==> src/rtl/pipe_hazard_ctrl_pkg.sv <==
// Shared types and constants for the pipeline hazard unit: scoreboard entry
// layout and the EX forward-select encoding.
package pipe_hazard_ctrl_pkg;

  localparam int SB_RD_W = 5;

  typedef struct packed {
    logic               valid;
    logic [SB_RD_W-1:0] rd;
    logic               wr;
    logic               load;
  } sb_entry_t;

  // Code 0 reads the register file; code k+1 takes the producer at stage k.
  localparam int FWD_RF   = 0;
  localparam int FWD_MEM1 = 1;

  function automatic int fwd_width(input int mem_stages);
    return $clog2(mem_stages + 2);
  endfunction

endpackage

==> src/rtl/pipe_hazard_ctrl_if.sv <==
// Bundle between the pipeline stages and the hazard unit.
// Memory handshake: mem_req_i is held by MEM until mem_gnt_i is seen high in the
// same cycle; every cycle with req high and gnt low freezes the whole pipeline.
interface pipe_hazard_ctrl_if #(
  parameter int REG_AW = 5,
  parameter int FWD_W  = 2,
  parameter int CNT_W  = 16
);
  logic              id_valid_i;
  logic [REG_AW-1:0] id_rs1_i;
  logic [REG_AW-1:0] id_rs2_i;
  logic              id_rs1_used_i;
  logic              id_rs2_used_i;
  logic [REG_AW-1:0] id_rd_i;
  logic              id_wr_en_i;
  logic              id_is_load_i;
  logic              ex_redirect_i;
  logic              mem_req_i;
  logic              mem_gnt_i;
  logic              stall_if_o;
  logic              stall_id_o;
  logic              bubble_ex_o;
  logic              flush_o;
  logic              mem_wait_o;
  logic [FWD_W-1:0]  fwd_a_o;
  logic [FWD_W-1:0]  fwd_b_o;
  logic [CNT_W-1:0]  stall_cycles_o;
  logic [CNT_W-1:0]  flush_count_o;

  modport master (
    output id_valid_i, id_rs1_i, id_rs2_i, id_rs1_used_i, id_rs2_used_i,
           id_rd_i, id_wr_en_i, id_is_load_i, ex_redirect_i, mem_req_i, mem_gnt_i,
    input  stall_if_o, stall_id_o, bubble_ex_o, flush_o, mem_wait_o,
           fwd_a_o, fwd_b_o, stall_cycles_o, flush_count_o
  );

  modport slave (
    input  id_valid_i, id_rs1_i, id_rs2_i, id_rs1_used_i, id_rs2_used_i,
           id_rd_i, id_wr_en_i, id_is_load_i, ex_redirect_i, mem_req_i, mem_gnt_i,
    output stall_if_o, stall_id_o, bubble_ex_o, flush_o, mem_wait_o,
           fwd_a_o, fwd_b_o, stall_cycles_o, flush_count_o
  );
endinterface

==> src/rtl/pipe_hazard_ctrl_scoreboard.sv <==
// Shift-register scoreboard of in-flight destinations, index 0 = EX through
// MEM_STAGES = last MEM stage, with per-stage source match vectors.
module pipe_hazard_ctrl_scoreboard
  import pipe_hazard_ctrl_pkg::*;
#(
  parameter int MEM_STAGES = 1
) (
  input  logic                clock,
  input  logic                reset,
  input  logic                shift_en,
  input  logic                bubble,
  input  sb_entry_t           ins,
  input  logic [SB_RD_W-1:0]  rs1,
  input  logic [SB_RD_W-1:0]  rs2,
  input  logic                rs1_used,
  input  logic                rs2_used,
  output logic [MEM_STAGES:0] match_a,
  output logic [MEM_STAGES:0] match_b,
  output logic                load_hit
);

  sb_entry_t sb [0:MEM_STAGES];

  always_ff @(posedge clock or negedge reset) begin
    if (!reset) begin
      for (int k = 0; k <= MEM_STAGES; k++) sb[k] <= '0;
    end else if (shift_en) begin
      sb[0] <= bubble ? '0 : ins;
      for (int k = 0; k < MEM_STAGES; k++) sb[k+1] <= sb[k];
    end
  end

  // A load still short of the last MEM stage cannot supply data yet.
  always_comb begin
    match_a  = '0;
    match_b  = '0;
    load_hit = 1'b0;
    for (int k = 0; k <= MEM_STAGES; k++) begin
      match_a[k] = rs1_used && sb[k].valid && sb[k].wr && (sb[k].rd == rs1);
      match_b[k] = rs2_used && sb[k].valid && sb[k].wr && (sb[k].rd == rs2);
      if (k < MEM_STAGES && sb[k].load && (match_a[k] || match_b[k])) load_hit = 1'b1;
    end
  end

endmodule

==> src/rtl/pipe_hazard_ctrl.sv <==
// Central hazard unit: priority freeze > flush > load-use > advance, registered
// EX forward selects and saturating stall/flush counters.
module pipe_hazard_ctrl
  import pipe_hazard_ctrl_pkg::*;
#(
  parameter int MEM_STAGES = 1,
  parameter int REG_AW     = 5,
  parameter int CNT_W      = 16,
  parameter int FWD_W      = fwd_width(MEM_STAGES)
) (
  input logic               clock,
  input logic               reset,
  pipe_hazard_ctrl_if.slave bus
);

  logic [MEM_STAGES:0] match_a, match_b;
  logic                load_hit;
  logic                freeze, redirect, load_use, kill;
  logic [REG_AW-1:0]   id_rd;
  sb_entry_t           ins;
  logic [FWD_W-1:0]    fwd_a_q, fwd_b_q;
  logic [CNT_W-1:0]    stall_cnt_q, flush_cnt_q;

  function automatic logic [FWD_W-1:0] fwd_enc(input logic [MEM_STAGES:0] m);
    fwd_enc = FWD_W'(FWD_RF);
    for (int k = MEM_STAGES; k >= 0; k--) if (m[k]) fwd_enc = FWD_W'(FWD_MEM1 + k);
  endfunction

  // Reset gates the decode so every output reads 0 as soon as reset asserts.
  assign freeze   = reset && bus.mem_req_i && !bus.mem_gnt_i;
  assign redirect = reset && !freeze && bus.ex_redirect_i;
  assign load_use = reset && !freeze && !redirect && bus.id_valid_i && load_hit;
  assign kill     = redirect || load_use;

  assign id_rd      = bus.id_rd_i;
  assign ins.valid  = bus.id_valid_i;
  assign ins.rd     = id_rd;
  assign ins.wr     = bus.id_wr_en_i && (id_rd != '0);
  assign ins.load   = bus.id_is_load_i;

  pipe_hazard_ctrl_scoreboard #(.MEM_STAGES(MEM_STAGES)) u_sb (
    .clock    (clock),
    .reset    (reset),
    .shift_en (!freeze),
    .bubble   (kill),
    .ins      (ins),
    .rs1      (bus.id_rs1_i),
    .rs2      (bus.id_rs2_i),
    .rs1_used (bus.id_rs1_used_i),
    .rs2_used (bus.id_rs2_used_i),
    .match_a  (match_a),
    .match_b  (match_b),
    .load_hit (load_hit)
  );

  always_ff @(posedge clock or negedge reset) begin
    if (!reset) begin
      fwd_a_q     <= '0;
      fwd_b_q     <= '0;
      stall_cnt_q <= '0;
      flush_cnt_q <= '0;
    end else begin
      if (!freeze) begin
        fwd_a_q <= kill ? '0 : fwd_enc(match_a);
        fwd_b_q <= kill ? '0 : fwd_enc(match_b);
      end
      if ((freeze || load_use) && (stall_cnt_q != '1)) stall_cnt_q <= stall_cnt_q + 1'b1;
      if (redirect && (flush_cnt_q != '1)) flush_cnt_q <= flush_cnt_q + 1'b1;
    end
  end

  assign bus.mem_wait_o     = freeze;
  assign bus.stall_if_o     = freeze || load_use;
  assign bus.stall_id_o     = freeze || load_use;
  assign bus.bubble_ex_o    = load_use;
  assign bus.flush_o        = redirect;
  assign bus.fwd_a_o        = fwd_a_q;
  assign bus.fwd_b_o        = fwd_b_q;
  assign bus.stall_cycles_o = stall_cnt_q;
  assign bus.flush_count_o  = flush_cnt_q;

endmodule

==> src/flat_wrapper.sv <==
// flat-port wrapper written by rule: the top's interface ports become plain ports
module pipe_hazard_ctrl_flat import pipe_hazard_ctrl_pkg::*;
#(
  parameter int MEM_STAGES = 1,
  parameter int REG_AW     = 5,
  parameter int CNT_W      = 16,
  parameter int FWD_W      = fwd_width(MEM_STAGES)
)
  (clock, reset, bus_id_valid_i, bus_id_rs1_i, bus_id_rs2_i, bus_id_rs1_used_i, bus_id_rs2_used_i, bus_id_rd_i, bus_id_wr_en_i, bus_id_is_load_i, bus_ex_redirect_i, bus_mem_req_i, bus_mem_gnt_i, bus_stall_if_o, bus_stall_id_o, bus_bubble_ex_o, bus_flush_o, bus_mem_wait_o, bus_fwd_a_o, bus_fwd_b_o, bus_stall_cycles_o, bus_flush_count_o);
  pipe_hazard_ctrl_if #(.REG_AW(REG_AW), .FWD_W(FWD_W), .CNT_W(CNT_W)) bus_i ();
  input logic clock;
  input logic reset;
  input wire logic [$bits(bus_i.id_valid_i)-1:0] bus_id_valid_i;
  input wire logic [$bits(bus_i.id_rs1_i)-1:0] bus_id_rs1_i;
  input wire logic [$bits(bus_i.id_rs2_i)-1:0] bus_id_rs2_i;
  input wire logic [$bits(bus_i.id_rs1_used_i)-1:0] bus_id_rs1_used_i;
  input wire logic [$bits(bus_i.id_rs2_used_i)-1:0] bus_id_rs2_used_i;
  input wire logic [$bits(bus_i.id_rd_i)-1:0] bus_id_rd_i;
  input wire logic [$bits(bus_i.id_wr_en_i)-1:0] bus_id_wr_en_i;
  input wire logic [$bits(bus_i.id_is_load_i)-1:0] bus_id_is_load_i;
  input wire logic [$bits(bus_i.ex_redirect_i)-1:0] bus_ex_redirect_i;
  input wire logic [$bits(bus_i.mem_req_i)-1:0] bus_mem_req_i;
  input wire logic [$bits(bus_i.mem_gnt_i)-1:0] bus_mem_gnt_i;
  output wire logic [$bits(bus_i.stall_if_o)-1:0] bus_stall_if_o;
  output wire logic [$bits(bus_i.stall_id_o)-1:0] bus_stall_id_o;
  output wire logic [$bits(bus_i.bubble_ex_o)-1:0] bus_bubble_ex_o;
  output wire logic [$bits(bus_i.flush_o)-1:0] bus_flush_o;
  output wire logic [$bits(bus_i.mem_wait_o)-1:0] bus_mem_wait_o;
  output wire logic [$bits(bus_i.fwd_a_o)-1:0] bus_fwd_a_o;
  output wire logic [$bits(bus_i.fwd_b_o)-1:0] bus_fwd_b_o;
  output wire logic [$bits(bus_i.stall_cycles_o)-1:0] bus_stall_cycles_o;
  output wire logic [$bits(bus_i.flush_count_o)-1:0] bus_flush_count_o;
  assign bus_i.id_valid_i = bus_id_valid_i;
  assign bus_i.id_rs1_i = bus_id_rs1_i;
  assign bus_i.id_rs2_i = bus_id_rs2_i;
  assign bus_i.id_rs1_used_i = bus_id_rs1_used_i;
  assign bus_i.id_rs2_used_i = bus_id_rs2_used_i;
  assign bus_i.id_rd_i = bus_id_rd_i;
  assign bus_i.id_wr_en_i = bus_id_wr_en_i;
  assign bus_i.id_is_load_i = bus_id_is_load_i;
  assign bus_i.ex_redirect_i = bus_ex_redirect_i;
  assign bus_i.mem_req_i = bus_mem_req_i;
  assign bus_i.mem_gnt_i = bus_mem_gnt_i;
  assign bus_stall_if_o = bus_i.stall_if_o;
  assign bus_stall_id_o = bus_i.stall_id_o;
  assign bus_bubble_ex_o = bus_i.bubble_ex_o;
  assign bus_flush_o = bus_i.flush_o;
  assign bus_mem_wait_o = bus_i.mem_wait_o;
  assign bus_fwd_a_o = bus_i.fwd_a_o;
  assign bus_fwd_b_o = bus_i.fwd_b_o;
  assign bus_stall_cycles_o = bus_i.stall_cycles_o;
  assign bus_flush_count_o = bus_i.flush_count_o;
  pipe_hazard_ctrl #(.MEM_STAGES(MEM_STAGES), .REG_AW(REG_AW), .CNT_W(CNT_W), .FWD_W(FWD_W)) u_core (.clock(clock), .reset(reset), .bus(bus_i));
endmodule
==> config.mk <==
export PLATFORM = sky130hd
export DESIGN_NAME = pipe_hazard_ctrl_flat
export DESIGN_NICKNAME = d
export VERILOG_FILES = /design/src/rtl/pipe_hazard_ctrl_pkg.sv /design/src/rtl/pipe_hazard_ctrl_if.sv /design/src/rtl/pipe_hazard_ctrl_scoreboard.sv /design/src/rtl/pipe_hazard_ctrl.sv /design/src/flat_wrapper.sv
export SDC_FILE = /design/constraint.sdc
export NUM_CORES = 1
export LEC_CHECK = 0
export CAP_MARGIN = 30
export CORE_MARGIN = 8
export CORE_UTILIZATION = 52
export DETAILED_ROUTE_END_ITERATION = 6
export PLACE_DENSITY_LB_ADDON = 0.15
export SETUP_SLACK_MARGIN = 0.3
export SLEW_MARGIN = 25
export SYNTH_ARGS = -nofsm -noshare
export SYNTH_HDL_FRONTEND = slang
export SYNTH_SLANG_ARGS = --single-unit
==> constraint.sdc <==
create_clock -name clock -period 5.41 [get_ports clock]
set_clock_uncertainty 0.1 [all_clocks]
set_input_delay 1.082 -clock clock [delete_from_list [all_inputs] [get_ports clock]]
set_output_delay 1.082 -clock clock [all_outputs]
set_load 0.02 [all_outputs]
==> Word-level counts from Yosys, hierarchy flattened <==
Cells that the tools add are included.
{ "word_totals": {"reg_bits": 51, "inputBits": 25, "out_inout_bits": 41} }
{ "classes": {"n_addsub": 2, "n_eq_ne": 6, "muxes": 8, "n_reduce_logical": 30} }
{ "ops": {"columns": ["cell", "count"], "rows": [
  ["$add 16x1->16 const B", 2],
  ["$ne 16x16->1 const B", 2],
  ["$logic_and 1x1->1", 23],
  ["$eq 5x5->1", 4],
  ["$mux 2", 6],
  ["$mux 8", 1],
  ["$reduce_bool 5->1", 1],
  ["$logic_not 1->1", 3],
  ["$logic_or 1x1->1", 3],
  ["$mux 1", 1]
]} }

==> Depth between registers and ports, before layout <==
{ "logic_depth": {"word_depth": 11, "ltp_mapped": 8} }

==> Hierarchy <==
A second synthesis with hierarchy kept.
{ "hier_totals": {"hier_cells": 253, "area_unflattened_um2": 2753.9} }
{ "by_module_without_submodules": {"columns": ["mod", "instances", "cells_per_inst", "area_each_um2", "seq_area_each_um2"], "rows": [
  ["pipe_hazard_ctrl", 1, 170, 1891.8, 900.9],
  ["pipe_hazard_ctrl_scoreboard", 1, 83, 862.1, 375.4]
]} }

==> Worst setup path after synthesis <==
No wires, ideal clock.
{ "synth_path": {"path_type": "input to output", "start": "input port bus_id_rs2_i[4]", "end": "output port bus_stall_if_o", "t_arrival_ns": 2.491, "required_time_ns": 4.228, "slack_ns": 1.737, "stages": 7, "cell_sequence": "xor2_1 -> or4_1 -> nor3_1 -> a211o_2 -> buf_6 -> buf_4 -> buf_4"} }
{ "synth_via": {"elab_chain_cells": 7} }
{ "synth_rtl": {"columns": ["element", "line", "rtl"], "rows": [
  ["start, declared", "flat_wrapper.sv:15", "input wire logic [$bits(bus_i.id_rs2_i)-1:0] bus_id_rs2_i;"],
  ["$eq 5x5->1", "pipe_hazard_ctrl_scoreboard.sv:40", "match_b[k] = rs2_used && sb[k].valid && sb[k].wr && (sb[k].rd == rs2);"],
  ["$logic_and 1x1->1", "pipe_hazard_ctrl_scoreboard.sv:40", null],
  ["$logic_or 1x1->1", "pipe_hazard_ctrl_scoreboard.sv:41", "if (k < MEM_STAGES && sb[k].load && (match_a[k] || match_b[k])) load_hit = 1'b1;"],
  ["$logic_and 1x1->1", "pipe_hazard_ctrl_scoreboard.sv:41", null],
  ["$mux 1", "pipe_hazard_ctrl_scoreboard.sv:41", null],
  ["$logic_and 1x1->1", "pipe_hazard_ctrl.sv:32", "assign load_use = reset && !freeze && !redirect && bus.id_valid_i && load_hit;"],
  ["$logic_or 1x1->1", null, null],
  ["end, declared", "flat_wrapper.sv:24", "output wire logic [$bits(bus_i.stall_if_o)-1:0] bus_stall_if_o;"]
]} }
No other way between the ends.

==> Worst setup path after layout <==
{ "layout_path": {"start": "input port bus_id_rs2_i[4]", "end": "output port bus_stall_if_o"} }
{ "layout_via": {"elab_chain_cells": 7} }
{ "layout_rtl": {"columns": ["element", "line", "rtl"], "rows": [
  ["$eq 5x5->1", "pipe_hazard_ctrl_scoreboard.sv:40", null],
  ["$logic_and 1x1->1", "pipe_hazard_ctrl_scoreboard.sv:40", null],
  ["$logic_or 1x1->1", "pipe_hazard_ctrl_scoreboard.sv:41", null],
  ["$logic_and 1x1->1", "pipe_hazard_ctrl_scoreboard.sv:41", null],
  ["$mux 1", "pipe_hazard_ctrl_scoreboard.sv:41", null],
  ["$logic_and 1x1->1", "pipe_hazard_ctrl.sv:32", null],
  ["$logic_or 1x1->1", "pipe_hazard_ctrl.sv:73", "assign bus.stall_if_o = freeze || load_use;"]
]} }
No other way between the ends.

==> flow_summary.ini <==
[timing]
fin_crit_sh_pct = 81.5
rsz0062_at_grt = false
fin_hold_ws_ns = 0.398
max_clock_freq_mhz = 227
slew_violations = 0
worstMarginPinSlew_ns = 0.808
setup_viol = 0
slew_headroom_pct = 45.9
period_needed_ns = 4.41
tns_ns = 0
hold_viol = 0

[clock_tree]
clock-sinks = 51
cts_buffer_depth = 2
holdBufCountCts = 0
cts_tree = done
tritoncts.num_buffers = 5
root_buffer = clkbuf_8
clk-insertion-delay-late_ns = 0.30
post_cts_resized = 0
cts_setup_buffers = 0
htreeDepth = 2
clk_pin_slew_worst_paths_ns = 0.09

[run_status]
status = completed

[synth]
async_flop_share_pct = 100
post-synth-top-count-cell = dfrtp_1
ys_seq_elements = 51
yosysTopAreaCell = dfrtp_1
synth_edf_count = 0
synth_top_area_share_pct = 50.9
seq_area_frac_synth_pct = 50.9
synth_warnings = 0
netlist_instances = 230
synth_nets = 257
avgSynthCellArea_sq_um = 10.9
synth.distinct_cells = 34
synth_flop_cell = dfrtp_1
netlist_top_cells_count = dfrtp_1 (51), xor2_1 (26), nand3_1 (20), xnor2_1 (20), nor2_1 (16)
ys_top_cells_by_area = dfrtp_1 (51%), xor2_1 (9.1%), xnor2_1 (7.0%)
syn_area_sq_um = 2500

[grt]
grt_start_max_net_pins = 49
antenna_found_initial = 0
grt_pass1_wl_um = 9680
first_global_vias = 2032
grt-ovfl-total = 0
grt_usage_pct = 16.2

[power_and_ir_drop]
peakVddDrop_mv = 0.330
powerDensity_nw_per_um2 = 313
p_leak_nw = 1.43

[setup_path]
critPathKind = in2out
arrival_ns = 3.22
r2r_cells = 7
cp-startpoint = bus_id_rs2_i[4]
required_ns = 4.23
worstPathMaxFanout = 3
crit_path_end_kind = primary output
worstSetupEndpoint = bus_stall_if_o
r2r-start = u_core.u_sb.sb[10]
r2r-end = u_core.u_sb.sb[9]
start_kind = input pin
r2r_slack_ns = 2.90

[route]
drt-vias-per-instance = 5.43
wl_met3_um = 279
detail-route-antenna-nets = 0
wl_per_cell_um = 16.0
highest-signal-layer = met4
drt_iter0_drc = 66
vias = 1918
first_pass_iters = 4
wirelength_um = 5660
wl_met2_um = 2730
wirelength_met1_um = 2610
post-route-drc-count = 0

[min_path]
hold_depth = 1
hold_class = reg2reg

[floorplan]
die_x_um = 85.4
coreArea_sq_um = 4690
rows = 25
initial_core_util_pct = 53.4
die_h_um = 85.4
boundaryPins = 66
die_area_sq_um = 7290

[place]
routabilityCongestion = 0.790
io_buffers = 65
place_inst = 345
place_hpwl_um = 4300

[final_layout]
synthToLayoutAreaGrowth_pct = 32.4
finalNonFillerCells = 353
fin_nets = 325
drive_above_1_share_pct = 8.36
num_antenna_cells = 0

[run]
drv_cap = 0
[through the flow]
stage | utilization [%] | setup WS [ns] | power (mW) | instance area (sq um)
after floorplan | - | 1.74 | 0.635 | 2500
after global placement | 68.2 | 0.992 | 0.771 | 3200
after global routing | 70.7 | 0.876 | 1.09 | 3320
after CTS | 70.7 | 0.993 | 1.05 | 3320
final | 70.7 | 1.00 | 1.04 | 3320
after detailed placement | 68.2 | 1.00 | 0.777 | 3200
[power by group]
| group | switching, mW | internal (mW) |
|---|---|---|
| Sequential | 0.0606 | 0.432 |
| Combinational | 0.132 | 0.144 |
| Clock | 0.121 | 0.150 |
| Total | 0.314 | 0.725 |
[critical path, cell delays in order]
cell	delay (ns)
clkdlybuf4s50_1	0.46
xor2_1	0.17
or4_1	0.55
nor3_1	0.19
a211o_2	0.16
clkdlybuf4s50_1	0.61
[cells in the final DEF, fill, tap and decap left out, types with 2 or more instances in the layout]
master,count
a21oi_1,3
a22o_1,10
a31oi_1,2
a32o_1,2
and3_1,6
buf_4,3
clkbuf_8,6
clkdlybuf4s50_1,64
dfrtp_1,51
ha_1,2
inv_1,7
mux2_2,11
nand2_1,12
nand2b_1,3
nand3_1,20
nand4_1,9
nor2_1,16
nor3_1,7
nor4_1,5
xnor2_1,20
xor2_1,26
[state kept, by name, indices dropped and copies added (netlist names)]
name / cells
u_core.bus.fwd_a_o: 2
u_core.u_sb.sb: 15
u_core.bus.stall_cycles_o: 16
u_core.bus.flush_count_o: 16
u_core.bus.fwd_b_o: 2
[kinds of logic after synthesis]
family,synth area share (%)
AOI/OAI and AO/OA,6.89
DFF,50.9
xor gates and xnor gates,16.1
adders and majority gates,0.999
muxes,4.95
and+or+nand+nor,17.4
buffers and inverters,2.75
[area by class of cell]
class / instances / area, sq um
fill: 375 / 1380
tap: 54 / 67.6
clock buffer: 6 / 82.6
clock inverter: 2 / 35.0
inverter: 7 / 26.3
sequential: 51 / 1280
timing repair buffer: 68 / 668
multi-input combinational: 165 / 1160
[worst min path at each step]
stage | to | slack (ns) | startpoint
6_report | u_core.bus.stall_cycles_o[13] | 0.40 | u_core.bus.stall_cycles_o[13]
5_1_grt | u_core.bus.stall_cycles_o[13] | 0.42 | u_core.bus.stall_cycles_o[13]
4_1_cts | u_core.bus.flush_count_o[8] | 0.40 | u_core.bus.flush_count_o[8]
3_5_place_dp | u_core.bus.flush_count_o[8] | 0.38 | u_core.bus.flush_count_o[8]
3_3_place_gp | u_core.bus.stall_cycles_o[13] | 0.38 | u_core.bus.stall_cycles_o[13]
2_1_floorplan | u_core.u_sb.sb[8] | 0.37 | u_core.u_sb.sb[8]
[metal layers]
metal	vias up	track usage, %
met4	0	4.14
met1	928	20.7
met2	43	26.5
li1	943	-
met3	4	4.34
met5	-	0
Power figures use the tool's default switching activity.
==> patch, RTL diff (config.mk and constraints unchanged) <==
`MEM_STAGES` is set to 1 in 3 places; all go to 2.
--- a/src/rtl/pipe_hazard_ctrl_scoreboard.sv
+++ b/src/rtl/pipe_hazard_ctrl_scoreboard.sv
@@ -3,7 +3,7 @@
 module pipe_hazard_ctrl_scoreboard
   import pipe_hazard_ctrl_pkg::*;
 #(
-  parameter int MEM_STAGES = 1
+  parameter int MEM_STAGES = 2
 ) (
   input  logic                clock,
   input  logic                reset,
--- a/src/rtl/pipe_hazard_ctrl.sv
+++ b/src/rtl/pipe_hazard_ctrl.sv
@@ -3,7 +3,7 @@
 module pipe_hazard_ctrl
   import pipe_hazard_ctrl_pkg::*;
 #(
-  parameter int MEM_STAGES = 1,
+  parameter int MEM_STAGES = 2,
   parameter int REG_AW     = 5,
   parameter int CNT_W      = 16,
   parameter int FWD_W      = fwd_width(MEM_STAGES)
--- a/src/flat_wrapper.sv
+++ b/src/flat_wrapper.sv
@@ -1,7 +1,7 @@
 // flat-port wrapper written by rule: the top's interface ports become plain ports
 module pipe_hazard_ctrl_flat import pipe_hazard_ctrl_pkg::*;
 #(
-  parameter int MEM_STAGES = 1,
+  parameter int MEM_STAGES = 2,
   parameter int REG_AW     = 5,
   parameter int CNT_W      = 16,
   parameter int FWD_W      = fwd_width(MEM_STAGES)
Function: changed (Yosys sat finds a counterexample within 4 cycles, from zero or initial values and one cycle with reset low).
==> patch against the original RTL <==
Total power up 28%; sequential cell count up 8; final area up 22%; combinational power up 13%; wire length up 35%; worst setup slack better by 0.069 ns; count of clock-buffer cells in the layout up 4; cell count up 33%; critical path depth up 1; area after synthesis up 24%; global-route usage up 2.4 points; non-clock buffer count up 1; largest cell class is now multi-input combinational cells; highest routed layer unchanged.
==> patch: results (changes against the original RTL) <==
outcome: completed (unchanged)
CTS max path bufs: 2 (unchanged)
First-pass DRT Iterations: 4 (unchanged)
top post-synthesis cells by area: dfrtp_1, xnor2_1, nand2_1 (was dfrtp_1, xor2_1, xnor2_1)
synth cell count leaders: nand2_1, dfrtp_1, xnor2_1 (was dfrtp_1, xor2_1, nand3_1, xnor2_1, nor2_1)
Most used DFF post-synth: dfrtp_1 (unchanged)
synth unique cells: 40 (was 34)
Num CTS Buffers: 9 (was 5)
Worst path slowest cell: clkdlybuf4s50_1 (unchanged)
wire length of the first global-routing pass: 12,800 um (was 9680 um)
GPL Wtd Cong: 0.873 (was 0.790)
wire per inst: 16.2 um (was 16.0 um)
Worst slew margin: 56.2% (was 45.9%)
leakage: 1.73 nW (was 1.43 nW)
n_diodes: 0 (unchanged)
worst path arrival time: 3.16 ns (was 3.22 ns)
post-place setup slack: 1.05 ns (was 1.00 ns)
dpl cell area: 0.00382 mm^2 (was 0.00320 mm^2)
largest net degree at the start of global routing: 53 (was 49)
share of layout cells above drive strength 1: 8.59% (was 8.36%)
Post-DP HPWL: 5520 um (was 4300 um)
Post-Syn Nets: 350 (was 257)
Hold Crit Class: register to register (unchanged)
post-synthesis sequential area ratio: 47.6% (was 50.9%)
Skew-Pair Late Insertion Delay: 0.34 ns (was 0.30 ns)
Post-synth ARST share: 100% (unchanged)
Worst-path clk slew: 0.06 ns (was 0.09 ns)
peak supply drop: 0.000246 V (was 0.000330 V)
initial DRC count: 144 (was 66)
Root Buffer: clkbuf_8 (unchanged)
vias in the first global route: 2,686 (was 2,032)
max incr delay on CP: 0.61 ns (about the same)
Fillers: 476 (was 375)
Port Buffers: 65 (unchanged)
vias after detailed routing: 2,589 (was 1,918)
htree depth: 3 (was 2)
final net count: 419 (was 325)
GRT Total Usage: 18.7% (was 16.2%)
==> patch: cell types whose count changed in the layout (fill, tap and decap cells not counted), moves of 9 or more <==
cell / change
o21ai_1: +9
nand2_1: +68
xor2_1: -10
a22o_1: -10
xnor2_1: +19
mux2_2: -10
==> patch: final cells by class <==
type | count | share of cell area, %
clock buffer | 10 | 3.41
clock inverter | 5 | 1.92
inverter | 10 | 0.929
multi-input combinational | 243 | 38.1
sequential | 59 | 36.6
tap | 75 | 2.32
timing repair buffer | 69 | 16.7
==> patch: where the power goes <==
part / internal, mW / switching, mW / total (mW)
clock: 0.268 / 0.173 / 0.440
combinational: 0.155 / 0.158 / 0.313
sequential: 0.500 / 0.0760 / 0.576
total: 0.922 / 0.406 / 1.33
==> patch: final timing paths <==
| check | from | to | slack (ns) | depth (start not counted) |
|---|---|---|---|---|
| worst max-delay path | bus_id_rs2_i[0] | bus_stall_id_o | 1.07 | 7 |
| worst min-delay path | u_core.bus.fwd_b_o[0]$_DFFE_PN0N_ | u_core.bus.fwd_b_o[0]$_DFFE_PN0N_ | 0.38 | 2 |
| worst max register to register | u_core.u_sb.sb[19]$_DFFE_PN0N_ | u_core.bus.stall_cycles_o[14]$_DFFE_PN0P_ | 2.93 | 7 |
| worst min register to register | u_core.bus.fwd_b_o[0]$_DFFE_PN0N_ | u_core.bus.fwd_b_o[0]$_DFFE_PN0N_ | 0.38 | 2 |
| max in group asynchronous | reset | u_core.bus.stall_cycles_o[10]$_DFFE_PN0P_ | 3.79 | 2 |
| min in group asynchronous | reset | u_core.bus.flush_count_o[10]$_DFFE_PN0P_ | 0.50 | 1 |
==> patch: cells by family after synthesis <==
logic type      count (synthesis)  synth area share, %
buf+inv                        21                 2.78
fa+ha+maj                       2                0.806
simple gates                  141                 20.8
xor+xnor                       55                 15.5
compound gates                 40                 10.7
flops                          59                 47.6
mux                             5                 1.81
==> patch: per-layer routing <==
layer | vias up | global-route usage, % | part of all wire, %
met5 | - | 0 | 0
met1 | 1260 | 22.9 | 44
met3 | 14 | 6.65 | 6.5
met2 | 76 | 29.3 | 48
met4 | 0 | 7.52 | 1.9
li1 | 1239 | - | -
==> patch: tightest hold or removal path, cell delays in order, from the launching register on <==
cell and delay (ns):
dfrtp_1 0.34, nand2_1 0.05, o31ai_1 0.05
==> patch: per-stage QoR <==
stage / std cells / power, mW / utilization [%]
after global routing: 471 / 1.40 / 69.0
after global placement: 456 / 0.889 / 65.4
final: 471 / 1.33 / 69.0
after detailed placement: 456 / 0.901 / 65.4
after CTS: 471 / 1.34 / 69.0
after floorplan: 323 / 0.739 / -
